==> config.mk <==
export PLATFORM = sky130hd
export DESIGN_NAME = moore_10010
export DESIGN_NICKNAME = d
export VERILOG_FILES = /design/src/rtl/moore_10010_pkg.sv /design/src/rtl/moore_10010.sv
export SDC_FILE = /design/constraint.sdc
export NUM_CORES = 1
export LEC_CHECK = 0
export BUFFER_PORTS_ARGS = -buffer_cell sky130_fd_sc_hd__buf_2
export CAP_MARGIN = 15
export CORE_AREA = 2 2 39 41
export CTS_CLUSTER_DIAMETER = 120
export DETAILED_ROUTE_END_ITERATION = 10
export DIE_AREA = 0 0 41 43
export PLACE_DENSITY_LB_ADDON = 0.05
export SETUP_SLACK_MARGIN = 0.1
export SYNTH_ARGS = -nofsm -noshare
export SYNTH_HDL_FRONTEND = slang
export SYNTH_SLANG_ARGS = --single-unit
export TNS_END_PERCENT = 1
==> constraint.sdc <==
create_clock -name clk -period 3.85 [get_ports clk]
set_clock_uncertainty 0.15 [all_clocks]
set_input_delay 0.9625 -clock clk [delete_from_list [all_inputs] [get_ports clk]]
set_output_delay 0.9625 -clock clk [all_outputs]
set_load 0.01 [all_outputs]
==> src/rtl/moore_10010_pkg.sv <==
// Shared constants for the 1-0-0-1-0 Moore sequence detector.
// State codes are fixed; 6 and 7 are illegal and self-recover to S0.
package moore_10010_pkg;

    localparam int STATE_W = 3;

    typedef enum logic [STATE_W-1:0] {
        S0 = 3'd0,
        S1 = 3'd1,
        S2 = 3'd2,
        S3 = 3'd3,
        S4 = 3'd4,
        S5 = 3'd5
    } state_t;

    function automatic logic is_legal(input state_t s);
        return s <= S5;
    endfunction

endpackage

==> src/rtl/moore_10010.sv <==
// Moore detector for serial pattern 1-0-0-1-0 (MSB first), overlapping.
// out is decoded from the state register only.
module moore_10010
    import moore_10010_pkg::*;
(
    input  logic clk,
    input  logic reset,
    input  logic enable,
    input  logic in,
    output logic out
);

    state_t cs;
    state_t ns;

    always_comb begin
        ns = S0;
        case (cs)
            S0:      ns = in ? S1 : S0;
            S1:      ns = in ? S1 : S2;
            S2:      ns = in ? S1 : S3;
            S3:      ns = in ? S4 : S0;
            S4:      ns = in ? S1 : S5;
            // trailing "10" of a hit is reused as the next prefix
            S5:      ns = in ? S1 : S3;
            default: ns = S0;
        endcase
    end

    // illegal codes recover even while enable is low
    always_ff @(posedge clk or posedge reset) begin
        if (reset) begin
            cs <= S0;
        end else if (enable || !is_legal(cs)) begin
            cs <= ns;
        end
    end

    assign out = (cs == S5);

endmodule

==> flow_summary.json <==
{
  "fmax_ghz": 0.468,
  "drtPass1Iterations": 2,
  "cts_buffers": 3,
  "antenna_found_initial": 0,
  "worstSetupEndpointType": "output port",
  "cts.sinks": 3,
  "ys_seq_elements": 3,
  "synth_area_leader_cell": "dfrtp_1",
  "drt_iter0_drc": 2,
  "post_cts_resized": 0,
  "port_buffers": 4,
  "peakVddDrop_mv": 0.130,
  "fin_crit_ns": 2.14,
  "drv_cap": 0,
  "grt_max_degree": 7,
  "dp.cells": 35,
  "grt_pass1_wl_um": 586,
  "grt.total_usage": 0.0552,
  "die_area_mm2": 0.00176,
  "cts_hold_buf": 0,
  "nets": 28,
  "cts_tree": "done",
  "status": "completed",
  "slew_violations": 0,
  "n_antenna_cell": 0,
  "synthDominantCellAreaShare": 0.455,
  "drc_errors": 0,
  "p_leak_nw": 0.109,
  "routed.top_layer": "met3",
  "gp_congestion": 0.605,
  "rsz0062_at_grt": "no",
  "routed_wl_um": 346,
  "ios": 5,
  "synthesis.nets": 19,
  "largestRegisters": "cs x3",
  "largest_register": "cs",
  "finalSetupTns_ns": 0,
  "fp.dieH_um": 43,
  "netlist_instances": 15,
  "syn-mean-instance-area_um2": 11.0,
  "start_util": 0.119,
  "fp.coreArea_mm2": 0.00138,
  "cp_max_fo": 5,
  "power_density_mw_per_mm2": 638,
  "clock_latency_ns": 0.23,
  "wire_per_inst_um": 8.87,
  "slew_headroom": 0.855,
  "wl_met2_um": 141,
  "area_growth_pct": 40.2,
  "met1_length_um": 193,
  "final.period_utilization": 0.555,
  "worst_setup_path_start_kind": "flop",
  "yosysSeqAreaShare": 0.455,
  "dp_hpwl_um": 255,
  "rows": 14,
  "grt_pass1_vias": 145,
  "final-setup-viol-count": 0,
  "tightest_slew_ns": 0.215,
  "largest_reg_flops": 3,
  "viasPerCell": 3.87,
  "stdcell_count": 39,
  "clockBufferDepth": 2,
  "drtAntennaViolNets": 0,
  "synth_cell_types": 11,
  "vias": 151,
  "fp.dieW_um": 41,
  "crit_type": "flop to output port",
  "drive_above_1_share": 0.478,
  "synthTopCellsByArea": "dfrtp_1 (45%), a32o_1 (12%), and4b_2 (6.8%), o221a_2 (6.8%), or4b_1 (6.1%)",
  "met3_wirelength_um": 11,
  "grt-ovfl-total": 0,
  "required_ns": 2.74,
  "yosys_warnings": 0,
  "p_total_mw": 0.148,
  "clock_tree.root_cell": "clkbuf_4",
  "cts_setup_buffers": 0,
  "syn-cell-area_um2": 165,
  "cts.clk_slew.worst_paths_ns": 0.04,
  "hold_class": "input port to async pin",
  "htreeDepth": 1,
  "finalHoldViolations": 0,
  "critPathArrivalTime_ns": 1.02
}
[worst max-delay path, cell delays in order, from the launching register on]
cell     delay (ns)
dfrtp_1        0.39
inv_1          0.08
and3_2         0.19
buf_2          0.13
[cell families after synthesis]
family	share of synthesized area
buffers and inverters	0.0455
DFF	0.455
and+or+nand+nor	0.250
AOI/OAI and AO/OA	0.250
[metal layers]
metal	up-vias	global-route usage
li1	75	-
met3	0	0.0471
met1	70	0.0737
met4	0	0.0600
met2	6	0.0438
met5	-	0
[synthesized netlist by cell type, drive strengths merged]
cell type,count
nor2,1
o221a,1
inv,2
dfrtp,3
or4b,1
a32o,2
a21oi,1
and4b,1
and2b,1
o21ai,1
and3,1
[final cells by class]
type | instances | area [µm²]
Fill cell | 156 | 1150
Multi-Input combinational cell | 10 | 82.6
Sequential cell | 3 | 75.1
Clock buffer | 4 | 26.3
Timing Repair Buffer | 4 | 20.0
Tap cell | 16 | 20.0
Inverter | 2 | 7.51
[metrics by stage]
step	hold WS [ns]	cell area, µm²	utilization	setup WS, ns
floorplan	0.400	165	-	2.04
global placement	0.491	205	0.148	1.89
detailed placement	0.472	205	0.148	1.91
CTS	0.432	231	0.167	1.70
global route	0.440	231	0.167	1.64
finish	0.436	231	0.167	1.71
[worst paths after layout]
check                           cells after the start  slack, ns  start     to
worst max-delay path                                3       1.71  cs[1]    out
worst min-delay path                                2       0.44  reset  cs[0]
worst max register to register                      2       2.51  cs[2]  cs[0]
worst min register to register                      1       0.49  cs[2]  cs[2]
max in group asynchronous                           2       2.99  reset  cs[2]
min in group clk                                    1       0.49  cs[2]  cs[2]
[where the power goes]
part | switching (mW) | total, mW | leakage [nW] | internal, mW
combinational | 0.0135 | 0.0350 | 0.0560 | 0.0215
clock | 0.0155 | 0.0543 | 0.0150 | 0.0388
sequential | 0.0153 | 0.0583 | 0.0378 | 0.0430
[placed cells by master (no fill, tap or decap)]
cell type and count:
and4b_2 1, inv_1 2, and2b_2 1, dfrtp_1 3, nor2_1 1, o221a_2 1, clkbuf_1 1, o21ai_0 1
or4b_1 1, buf_2 4, a21oi_1 1, a32o_1 2, and3_2 1, clkbuf_4 3
Power figures use the tool's default switching activity.
